**src/rtl/nano_uart_loader.sv**
```systemverilog
// nano_uart_loader: UART 8N1 boot loader that streams a length-prefixed image into program RAM.
// Define NANO_LOADER_CHECKSUM_EN to require a trailing two's-complement checksum byte.
module nano_uart_loader #(
    parameter int CLKS_PER_BIT = 434,
    parameter int ADDR_W = 10,
    parameter int DATA_W = 16
) (
    input  logic              clock,
    input  logic              sreset,
    input  logic              rx,
    output logic              prog_we,
    output logic [ADDR_W-1:0] prog_addr,
    output logic [DATA_W-1:0] prog_data,
    output logic              cpu_hold,
    output logic              load_done,
    output logic              load_err
);
    localparam int CW = $clog2(CLKS_PER_BIT);
    localparam logic [CW-1:0] HALF = CW'(CLKS_PER_BIT / 2 - 1);
    localparam logic [CW-1:0] FULL = CW'(CLKS_PER_BIT - 1);
    localparam logic [7:0] LAST = 8'(DATA_W / 8 - 1);
    typedef enum logic [1:0] {U_IDLE, U_START, U_DATA, U_STOP} ustate_t;
    typedef enum logic [2:0] {
        L_LEN_LO, L_LEN_HI, L_WORD, L_WR,
`ifdef NANO_LOADER_CHECKSUM_EN
        L_CSUM,
`endif
        L_DONE, L_ERR
    } lstate_t;
    ustate_t us;
    lstate_t ls;
    logic rx_s1, rx_s2, rx_q, byte_stb, frame_err;
    logic [CW-1:0] cnt;
    logic [2:0] nbit;
    logic [7:0] shreg, len_lo, bcnt;
    logic [15:0] rem;
    logic [DATA_W-1:0] word;
    logic [DATA_W+7:0] cat;
`ifdef NANO_LOADER_CHECKSUM_EN
    logic [7:0] csum;
`endif
    // Little-endian assembly: each new byte enters at the top and older bytes shift down.
    assign cat = {shreg, word};
    always_ff @(posedge clock) begin
        if (sreset) begin
            rx_s1 <= 1'b1;
            rx_s2 <= 1'b1;
            rx_q <= 1'b1;
            us <= U_IDLE;
            cnt <= '0;
            nbit <= '0;
            shreg <= '0;
            byte_stb <= 1'b0;
            frame_err <= 1'b0;
        end else begin
            rx_s1 <= rx;
            rx_s2 <= rx_s1;
            rx_q <= rx_s2;
            byte_stb <= 1'b0;
            frame_err <= 1'b0;
            case (us)
                U_IDLE: begin
                    cnt <= '0;
                    if (rx_q && !rx_s2) us <= U_START;
                end
                U_START:
                    if (cnt == HALF) begin
                        cnt <= '0;
                        nbit <= '0;
                        us <= rx_s2 ? U_IDLE : U_DATA;
                    end else cnt <= cnt + 1'b1;
                U_DATA:
                    if (cnt == FULL) begin
                        cnt <= '0;
                        shreg <= {rx_s2, shreg[7:1]};
                        nbit <= nbit + 1'b1;
                        if (nbit == 3'd7) us <= U_STOP;
                    end else cnt <= cnt + 1'b1;
                U_STOP:
                    if (cnt == FULL) begin
                        cnt <= '0;
                        byte_stb <= rx_s2;
                        frame_err <= !rx_s2;
                        us <= U_IDLE;
                    end else cnt <= cnt + 1'b1;
            endcase
        end
    end
    always_ff @(posedge clock) begin
        if (sreset) begin
            ls <= L_LEN_LO;
            prog_we <= 1'b0;
            prog_addr <= '0;
            prog_data <= '0;
            cpu_hold <= 1'b1;
            load_done <= 1'b0;
            load_err <= 1'b0;
            len_lo <= '0;
            rem <= '0;
            word <= '0;
            bcnt <= '0;
        end else begin
            prog_we <= 1'b0;
            if (frame_err && ls != L_DONE && ls != L_ERR) begin
                load_err <= 1'b1;
                ls <= L_ERR;
            end else case (ls)
                L_LEN_LO:
                    if (byte_stb) begin
                        len_lo <= shreg;
                        ls <= L_LEN_HI;
                    end
                L_LEN_HI:
                    if (byte_stb) begin
                        rem <= {shreg, len_lo};
                        bcnt <= '0;
                        if ({shreg, len_lo} == 16'd0 || 32'({shreg, len_lo}) > (32'd1 << ADDR_W)) begin
                            load_err <= 1'b1;
                            ls <= L_ERR;
                        end else ls <= L_WORD;
                    end
                L_WORD:
                    if (byte_stb) begin
                        word <= cat[DATA_W+7:8];
                        bcnt <= (bcnt == LAST) ? 8'd0 : bcnt + 1'b1;
                        if (bcnt == LAST) begin
                            prog_we <= 1'b1;
                            prog_data <= cat[DATA_W+7:8];
                            ls <= L_WR;
                        end
                    end
                L_WR: begin
                    rem <= rem - 1'b1;
                    if (rem == 16'd1) begin
`ifdef NANO_LOADER_CHECKSUM_EN
                        ls <= L_CSUM;
`else
                        ls <= L_DONE;
                        load_done <= 1'b1;
                        cpu_hold <= 1'b0;
`endif
                    end else begin
                        prog_addr <= prog_addr + 1'b1;
                        ls <= L_WORD;
                    end
                end
`ifdef NANO_LOADER_CHECKSUM_EN
                L_CSUM:
                    if (byte_stb) begin
                        if (8'(csum + shreg) == 8'd0) begin
                            ls <= L_DONE;
                            load_done <= 1'b1;
                            cpu_hold <= 1'b0;
                        end else begin
                            ls <= L_ERR;
                            load_err <= 1'b1;
                        end
                    end
`endif
                default: ;
            endcase
        end
    end
`ifdef NANO_LOADER_CHECKSUM_EN
    always_ff @(posedge clock) begin
        if (sreset) csum <= '0;
        else if (byte_stb && (ls == L_LEN_LO || ls == L_LEN_HI || ls == L_WORD)) csum <= csum + shreg;
    end
`endif
endmodule

```
**config.mk**
```make
export PLATFORM = sky130hd
export DESIGN_NAME = nano_uart_loader
export DESIGN_NICKNAME = d
export VERILOG_FILES = /design/src/rtl/nano_uart_loader.sv
export SDC_FILE = /design/constraint.sdc
export NUM_CORES = 1
export LEC_CHECK = 0
export BUFFER_PORTS_ARGS = -buffer_cell sky130_fd_sc_hd__buf_4
export CORE_AREA = 4 4 129 131
export CTS_CLUSTER_SIZE = 14
export DETAILED_ROUTE_END_ITERATION = 16
export DIE_AREA = 0 0 133 135
export GPL_TIMING_DRIVEN = 0
export PLACE_DENSITY = 0.41
export RECOVER_POWER = 100
export SLEW_MARGIN = 20
export SYNTH_ARGS = -nofsm -noshare
export SYNTH_HDL_FRONTEND = slang
export SYNTH_SLANG_ARGS = --single-unit
```
**constraint.sdc**
```tcl
create_clock -name clock -period 2 [get_ports clock]
set_input_delay 0.3 -clock clock [delete_from_list [all_inputs] [get_ports clock]]
set_output_delay 0.3 -clock clock [all_outputs]
set_load 0.005 [all_outputs]
```
# After elaboration in Yosys (flattened, before gate mapping)
# Index checks and enable logic that the tools add are counted.
# totals
mem_bits_rw	0
out_inout_bits	30
register_bits	108
in_bits	3
mem_bits_ro	0
memories	0
latchBits	0
# op_classes
bitwise_logic	6
eq_ne	26
n_shift	0
reduce_logical	33
div	0
n_mul	0
mux	32
order_cmp	1
add_sub_neg	5
# op_table
op	count
$pmux W16 S2	1
$mux W3	9
$pmux W9 S3	1
$mux W8	3
$reduce_and A3 Y1	7
$mux W9	2
$ne A2 B2 Y1 const B	9
$ne A3 B3 Y1 const B	6
$eq A16 B1 Y1 const B	1
$gt A16 B11 Y1 const B	1
$logic_not A16 Y1	1
$mux W16	1
$pmux W8 S2	1
$sub A16 B1 Y16 const B	1
$reduce_and A5 Y1	3
$mux W2	6
$pmux W3 S4	1
$reduce_bool A2 Y1	6
$add A10 B1 Y10 const B	1
$add A9 B1 Y9 const B	1
$eq A9 B8 Y1 const B	1
$eq A9 B9 Y1 const B	1
$add A8 B1 Y8 const B	1
$eq A8 B1 Y1 const B	1
other kinds (22)	37

# Depth between registers and ports, before layout
# Gate-level depths: netlist of the first run.
# depth
depth_word	6
depth_mapped	9

# Worst setup path after synthesis of the first run
# Ideal clock, no wire load.
# synth_path
path_type	register to register
start	register rem[1]
end	register prog_addr[9]
stages_incl_launch_ff	8
period_less_slack_ps	1671
required_time_ps	1929
slack_ps	329
arrival_ps	1600
setup_time_ps	71
cell_sequence	dfxtp_1 inv_1 ha_1 nor3b_1 nand4_1 nand2_2 or4_1 a21oi_1
# synth_via
elab_chain_cells	3
# synth_rtl
item	line	text
start, declared	36	logic [15:0] rem;
start signal, assigned	115	rem <= {shreg, len_lo};
start signal, assigned	133	rem <= rem - 1'b1;
$eq A16 B1 Y1	134	if (rem == 16'd1) begin
$not A1 Y1 (no line)	n/a	
$reduce_and A3 Y1 (no line)	n/a	
end signal, assigned	143	prog_addr <= prog_addr + 1'b1;
end, declared	12	output logic [ADDR_W-1:0] prog_addr,
# Every way passes these cells.
# A chain may end at the register's enable or synchronous reset.

# Final worst setup path of the first run
# layout_path
start	register ls[2]
end	register rem[9]
# layout_via
elab_chain_cells	5
# layout_rtl
item	line	text
start, declared	31	lstate_t ls;
start signal, assigned	91	ls <= L_LEN_LO;
start signal, assigned	106	ls <= L_ERR;
start signal, assigned	111	ls <= L_LEN_HI;
$ne A3 B3 Y1	104	if (frame_err && ls != L_DONE && ls != L_ERR) begin
$logic_and A1 B1 Y1 (2 in a row)	104	
$not A1 Y1 (no line)	n/a	
$reduce_and A3 Y1 (no line)	n/a	
# Parallel ways exist; a longest one is shown, timed or not.

==> impl_metrics.py, run 1 <==
metrics = {
    "status": {
        "outcome": "finished clean",
    },
    "setup_path": {
        "cp_data_required_time_ns": 2.27,
        "path_max_fanout": 10,
        "setup.worst_path.start_class": "flip-flop",
        "cp-startpoint": "ls[2]",
        "data_arrival_time_of_the_worst_path_ns": 2.15,
        "timing.critical_path.to_type": "flip-flop",
        "reg2reg_setup_slack_ns": 0.12,
        "crit-reg2reg-capture": "rem[9]",
        "cpMaxStageDelayCell": "dfxtp_2",
        "critical-path-max-stage-delay_ns": 0.37,
        "regToRegStartpoint": "ls[2]",
        "path_class": "flip-flop to flip-flop",
        "crit_chain": "nand2b_1 > or3_1 > clkbuf_1 > buf_4 > a21oi_1 > nor2_1 > a211oi_1",
        "worstRegToRegCells": 7,
    },
    "route": {
        "detail_route.first_pass.iterations": 4,
        "detail_route.wl_per_cell_um": 15.01,
        "drtAntennaViolNets": 0,
        "vias": 3923,
        "drt_drc_violations_left": 0,
        "avgViaCountPerCell": 4.898,
        "detail_route.iter0.violations": 189,
        "routed_wl_mm": 12.02,
    },
    "hold_path": {
        "worstHoldPathType": "primary input to flip-flop",
        "hold_start": "rx",
        "whs_path_depth": 2,
        "whs_endpoint": "rx_s1",
    },
    "place": {
        "hpwlAfterDp_mm": 8.555,
        "place.gp.congestion": 0.8514,
        "dp_worst_setup_slack_ns": -0.1298,
        "io_buffer_count": 31,
    },
    "grt": {
        "gr-usage-all-layers_pct": 14.04,
        "grt_start_max_net_pins": 18,
        "grt_remaining_overflow": 0,
        "wire_length_of_the_first_global_routing_pass_mm": 20.11,
        "first_global_vias": 3788,
        "grt_antenna_before_repair": 0,
    },
    "floorplanning": {
        "number_of_i_o_pins": 33,
        "die_h_um": 135,
        "total_die_area_um2": 17960,
        "dieWidth_um": 133,
        "core_area_um2": 15600,
        "num_rows": 46,
        "initial_core_util_pct": 29.10,
    },
    "sta": {
        "endpoints_failing_setup": 0,
        "fin_worst_hold_slack_ns": 0.1301,
        "fin_tns_setup_ns": 0,
        "timing.final.hold_violations": 0,
        "layout_setup_ws_ns": 0.1156,
        "slew_viol_final": 0,
        "worstMarginPinSlew_ns": 0.6159,
        "peak_clock_frequency_supported_by_timing_ghz": 0.5307,
        "rsz0062_at_grt": "no",
        "layout_min_cycle_time_ns": 1.884,
        "worst_clock_skew_ns": 0.01001,
        "fin_crit_sh_pct": 94.22,
        "slew_headroom_pct": 58.94,
    },
    "finish": {
        "drive_gt1_share_pct": 13.85,
        "commonest_cells_after_routing_fill_and_taps_aside": "dfxtp_1, nor2_1, nand2_1, a21oi_1, clkbuf_4",
        "layout.nets": 593,
        "final_common_cell": "dfxtp_1",
        "insertedDiodeCount": 0,
        "layout-area-overhead-vs-synth_pct": 18.99,
    },
    "logic_synthesis": {
        "synth_area_per_cell_um2": 8.422,
        "postSynthNetCount": 552,
        "synth-edff-count": 0,
        "dominantRegCellSynth": "dfxtp_1",
        "synth_area_um2": 4539,
        "synth.yosys.seq_area_share_pct": 44.10,
        "synthesis.yosys.warnings": 0,
        "fraction_of_synthesis_flops_using_an_asynchronous_set_or_reset_pin_pct": 0,
        "post_synthesis_register_bit_count": 100,
        "ys_types": 61,
        "synth_cells": 539,
    },
    "power": {
        "static_leakage_nw": 2.001,
        "power_density_nw_per_um2": 713.6,
        "vdd_drop_max_v": 0.0003743,
    },
    "clocking": {
        "clock_tree.buffer_depth": 2,
        "hold_buffers": 0,
        "clk_root_buffer_cell": "clkbuf_16",
        "clkLatencyLatePin_ns": 0.35,
        "numCtsBuffers": 9,
        "h-tree-depth": 3,
        "clock_sink_count": 100,
        "tritoncts": "done",
        "clkSlewWorstSetupHoldPaths_ns": 0.07,
    },
    "flow_run": {
        "drv_cap": 0,
    },
}
==> power breakdown <==
part,switching (mW),leakage (nW),internal (mW),total (mW)
combinational,0.0476,1.05,0.0137,0.0613
clock,0.812,0.144,0.985,1.80
sequential,0.00280,0.806,1.99,2.00
==> worst max-delay path: cells and delay by family (launching register included) <==
kind	cells	cell delay, ns
AO/OA/AOI/OAI	2	0.35
buffers and inverters	2	0.43
flip-flops	1	0.37
AND/OR/NAND/NOR	3	0.65
==> cell usage after synthesis (2+ instances only) <==
cell	instances	share of area, %
o22ai_1	3	0.41
or3_1	3	0.41
nor4_1	6	0.83
nor3_1	17	1.9
a32oi_1	2	0.39
nand3b_1	2	0.33
o31ai_1	3	0.50
nand2_1	66	5.5
a311oi_1	2	0.39
inv_1	8	0.66
o21ai_0	11	1.2
nor4b_1	2	0.39
dfxtp_1	100	44
xor2_1	11	2.1
nor4_4	2	0.94
and4_1	2	0.39
or2_2	5	0.69
and3_1	9	1.2
nand4_1	10	1.4
nor2_1	78	6.4
ha_1	10	2.8
nor4bb_1	2	0.44
xnor2_1	12	2.3
clkbuf_1	17	1.4
nor2b_1	3	0.41
nor3b_1	2	0.33
a211oi_1	6	0.99
nand4b_1	6	1.2
or4_1	2	0.33
o21a_1	2	0.33
a21oi_1	47	5.2
a31oi_1	2	0.28
mux2i_1	20	4.4
buf_2	11	1.2
nand2b_1	9	1.2
and2_1	2	0.28
nand3_1	20	2.2
==> per-stage QoR <==
step | power (mW) | cell area (µm²) | utilization (%) | std cells
floorplan | 2.080 | 4539 | - | 539
global placement | 2.106 | 5042 | 32.33 | 786
detailed placement | 2.107 | 5042 | 32.33 | 786
CTS | 3.938 | 5361 | 34.37 | 802
global route | 4.020 | 5401 | 34.63 | 801
finish | 3.854 | 5401 | 34.63 | 801
==> routing by layer <==
| metal | vias to the layer above | wire length (µm) | track usage, % |
|---|---|---|---|
| met5 | - | 0 | 0 |
| met4 | 0 | 242 | 6.236 |
| met3 | 17 | 381 | 2.496 |
| met2 | 79 | 5321 | 21.61 |
| met1 | 1846 | 6075 | 19.27 |
| li1 | 1981 | - | - |
==> what timing repair did <==
action / 4_1_cts / 5_1_grt
buffers inserted: 2 / 1
pin swaps: 1 / 4
resized for setup: 2 / 13
endpoints found under the hold margin: 0 / 0
endpoints found under the setup margin: 24 / 41
==> how the worst max path moves through the flow <==
stage,end,slack [ns],cells past startpoint
floorplan,prog_addr[9],0.33,7
global placement,rem[0],-0.10,5
detailed placement,rem[0],-0.13,6
CTS,prog_data[14],0.008,7
global route,prog_data[14],0.003,7
finish,rem[9],0.12,7
==> area by class of cell <==
class / count / area [µm²]
Fill cell: 1628 / 10200
Multi-Input combinational cell: 400 / 2416
Sequential cell: 100 / 2003
Tap cell: 216 / 270.3
Timing Repair Buffer: 34 / 255.2
Clock buffer: 10 / 229.0
Buffer: 26 / 121.4
Clock inverter: 6 / 72.57
Inverter: 9 / 33.78
==> registers in the layout, summed over array words and instances, names as in the netlist, 3 cells and up, named ones only <==
name / count
bcnt: 8
nbit: 3
len_lo: 8
rem: 16
prog_data: 16
ls: 3
prog_addr: 10
word: 8
cnt: 9
shreg: 8
==> cells by family (layout without fill, tap and decap cells) <==
group / after synthesis / after routing / share of synthesized area, %
AOI/OAI and AO/OA: 91 / 91 / 12.21
DFF: 100 / 100 / 44.10
and+or+nand+nor: 256 / 256 / 28.47
muxes: 20 / 20 / 4.410
buffers and inverters: 39 / 85 / 3.611
xor gates and xnor gates: 23 / 23 / 4.438
adders and majority gates: 10 / 10 / 2.756
Power figures use the tool's default switching activity.
==> run 2, diff against run 1 <==
--- a/config.mk
+++ b/config.mk
@@ -6,12 +6,11 @@
 export NUM_CORES = 1
 export LEC_CHECK = 0
 export BUFFER_PORTS_ARGS = -buffer_cell sky130_fd_sc_hd__buf_4
-export CORE_AREA = 4 4 129 131
+export CORE_AREA = 4 4 101 103
 export CTS_CLUSTER_SIZE = 14
 export DETAILED_ROUTE_END_ITERATION = 16
-export DIE_AREA = 0 0 133 135
-export GPL_TIMING_DRIVEN = 0
-export PLACE_DENSITY = 0.41
+export DIE_AREA = 0 0 105 107
+export PLACE_DENSITY = 0.63
 export RECOVER_POWER = 100
 export SLEW_MARGIN = 20
 export SYNTH_ARGS = -nofsm -noshare
==> run 2 against run 1 <==
Against the previous run: fmax fell by 0.56%; register-to-register slack hardly changed; clock power decreased by 31%; non-clock buffer count is 4 lower; critical endpoint is now prog_addr[9]; largest cell class unchanged.
==> impl_metrics.py, run 2 (synthesis results as in run 1) <==
metrics = {
    "sta": {
        "peak_clock_frequency_supported_by_timing_ghz": 0.5277,
        "layout_min_cycle_time_ns": 1.895,
        "layout_setup_ws_ns": 0.1050,
        "worst_clock_skew_ns": 0.01012,
        "endpoints_failing_setup": 0,
        "rsz0062_at_grt": "no",
        "slew_viol_final": 0,
        "worstMarginPinSlew_ns": 0.5436,
        "slew_headroom_pct": 63.76,
        "timing.final.hold_violations": 0,
        "fin_tns_setup_ns": 0,
        "fin_crit_sh_pct": 94.75,
    },
    "setup_path": {
        "buffers_plus_inverters_on_the_worst_setup_path": 1,
        "critical-path-max-stage-delay_ns": 0.51,
        "setup.worst_path.start_class": "flip-flop",
        "cp_data_required_time_ns": 2.30,
        "data_arrival_time_of_the_worst_path_ns": 2.19,
        "path_max_fanout": 7,
        "crit_chain": "inv_1 > ha_1 > nor3b_1 > nand4_1 > nand2_2 > or4_1 > a21oi_1",
        "critical_path_cell_count": 7,
        "reg2reg_setup_slack_ns": 0.11,
        "worstRegToRegCells": 7,
        "regToRegStartpoint": "rem[1]",
        "cp_top_family": "simple AND/OR/NAND/NOR gates",
        "timing.critical_path.to_type": "flip-flop",
        "cpMaxStageDelayCell": "or4_1",
        "crit_path_capture": "prog_addr[9]",
        "path_class": "flip-flop to flip-flop",
        "crit-reg2reg-capture": "prog_addr[9]",
        "cp-startpoint": "rem[1]",
    },
    "floorplanning": {
        "core_area_um2": 9196,
        "num_rows": 35,
        "die_h_um": 107,
        "dieWidth_um": 105,
        "number_of_i_o_pins": 33,
        "initial_core_util_pct": 49.36,
        "total_die_area_um2": 11240,
    },
    "flow_run": {
        "drv_cap": 0,
    },
    "finish": {
        "commonest_cells_after_routing_fill_and_taps_aside": "dfxtp_1, nor2_1, nand2_1, a21oi_1, clkbuf_4",
        "layout.nets": 589,
        "post-route-cell-area_um2": 5097,
        "layout-area-overhead-vs-synth_pct": 12.29,
        "layout.filler_cells": 871,
        "reg.largest.list": "prog_data (16), rem (16), prog_addr (10)",
        "final_common_cell": "dfxtp_1",
        "fin_cells": 692,
        "insertedDiodeCount": 0,
        "drive_gt1_share_pct": 13.43,
    },
    "route": {
        "drtAntennaViolNets": 0,
        "avgViaCountPerCell": 5.604,
        "drt_drc_violations_left": 0,
        "top_layer": "met4",
        "detail_route.iter0.violations": 160,
        "dr_wl_met2_mm": 4.722,
        "routed_wl_mm": 10.16,
        "detail_route.first_pass.iterations": 5,
        "routed-wl-met3_um": 443,
        "drt-met1-wl_mm": 4.917,
        "detail_route.wl_per_cell_um": 14.68,
        "vias": 3878,
    },
    "clocking": {
        "clk_root_buffer_cell": "clkbuf_8",
        "hold_buffers": 0,
        "cts-resized-gates": 0,
        "h-tree-depth": 3,
        "cts_setup_buffers": 0,
        "clkSlewWorstSetupHoldPaths_ns": 0.10,
        "clock_sink_count": 100,
        "numCtsBuffers": 9,
        "clkLatencyLatePin_ns": 0.37,
        "tritoncts": "done",
        "clock_tree.buffer_depth": 2,
    },
    "grt": {
        "grt_remaining_overflow": 0,
        "grt_start_max_net_pins": 50,
        "wire_length_of_the_first_global_routing_pass_mm": 17.02,
        "gr-usage-all-layers_pct": 18.23,
        "first_global_vias": 3620,
        "grt_antenna_before_repair": 0,
    },
    "hold_path": {
        "whs_path_depth": 2,
        "worstHoldPathType": "primary input to flip-flop",
    },
    "place": {
        "hpwlAfterDp_mm": 7.140,
        "io_buffer_count": 32,
        "detailed_place.area_um2": 4969,
        "place.detailed.instances": 676,
        "place.gp.congestion": 0.8201,
        "dp_worst_setup_slack_ns": 0.1486,
    },
    "power": {
        "design_power_total_mw": 3.289,
        "power_density_nw_per_um2": 645.3,
        "static_leakage_nw": 1.929,
        "vdd_drop_max_v": 0.0005379,
    },
    "status": {
        "outcome": "finished clean",
    },
}
## run 2: cell count changes in the layout (fill, tap and decap cells not counted), sizes merged
| cell | before | now |
|---|---|---|
| inv | 10 | 12 |
| clkinv | 3 | 2 |
| bufinv | 1 | 0 |
| clkbuf | 54 | 51 |
| buf | 16 | 15 |
## run 2: area by class of cell
class                      count  area (µm²)  area share, %
clock buffer                  10       127.6          2.504
clock inverter                 6       56.30          1.105
inverter                       9       33.78         0.6627
multi-input combinational    400        2357          46.24
sequential                   100        2002          39.27
tap                          111       138.9          2.725
timing repair buffer          56       381.6          7.486
## run 2: worst min path at each step
stage / slack, ns / to / startpoint
2_1_floorplan: 0.39 / rx_s2 / rx_s1
3_3_place_gp: 0.39 / rx_s2 / rx_s1
3_5_place_dp: 0.40 / rx_s2 / rx_s1
4_1_cts: 0.09 / rx_s1 / rx
5_1_grt: 0.09 / rx_s1 / rx
6_report: 0.11 / rx_s1 / rx
## run 2: routing by layer
layer  track usage [%]  vias up
met5                 0        -
met4             4.686        0
li1                  -     1966
met3             4.154        8
met1             24.71     1814
met2             29.42       90
## run 2: stage by stage
step                hold slack, ns  utilization [%]
global route               0.08570            55.43
CTS                        0.09273            56.03
global placement            0.3909            54.03
detailed placement          0.3954            54.03
finish                      0.1084            55.43
floorplan                   0.3895                -
## run 2: report_power, final
part / internal (mW) / total (mW) / switching [mW]
Clock: 0.482 / 1.24 / 0.759
Sequential: 1.99 / 2.00 / 0.00468
Combinational: 0.0131 / 0.0498 / 0.0366
Total: 2.49 / 3.29 / 0.800
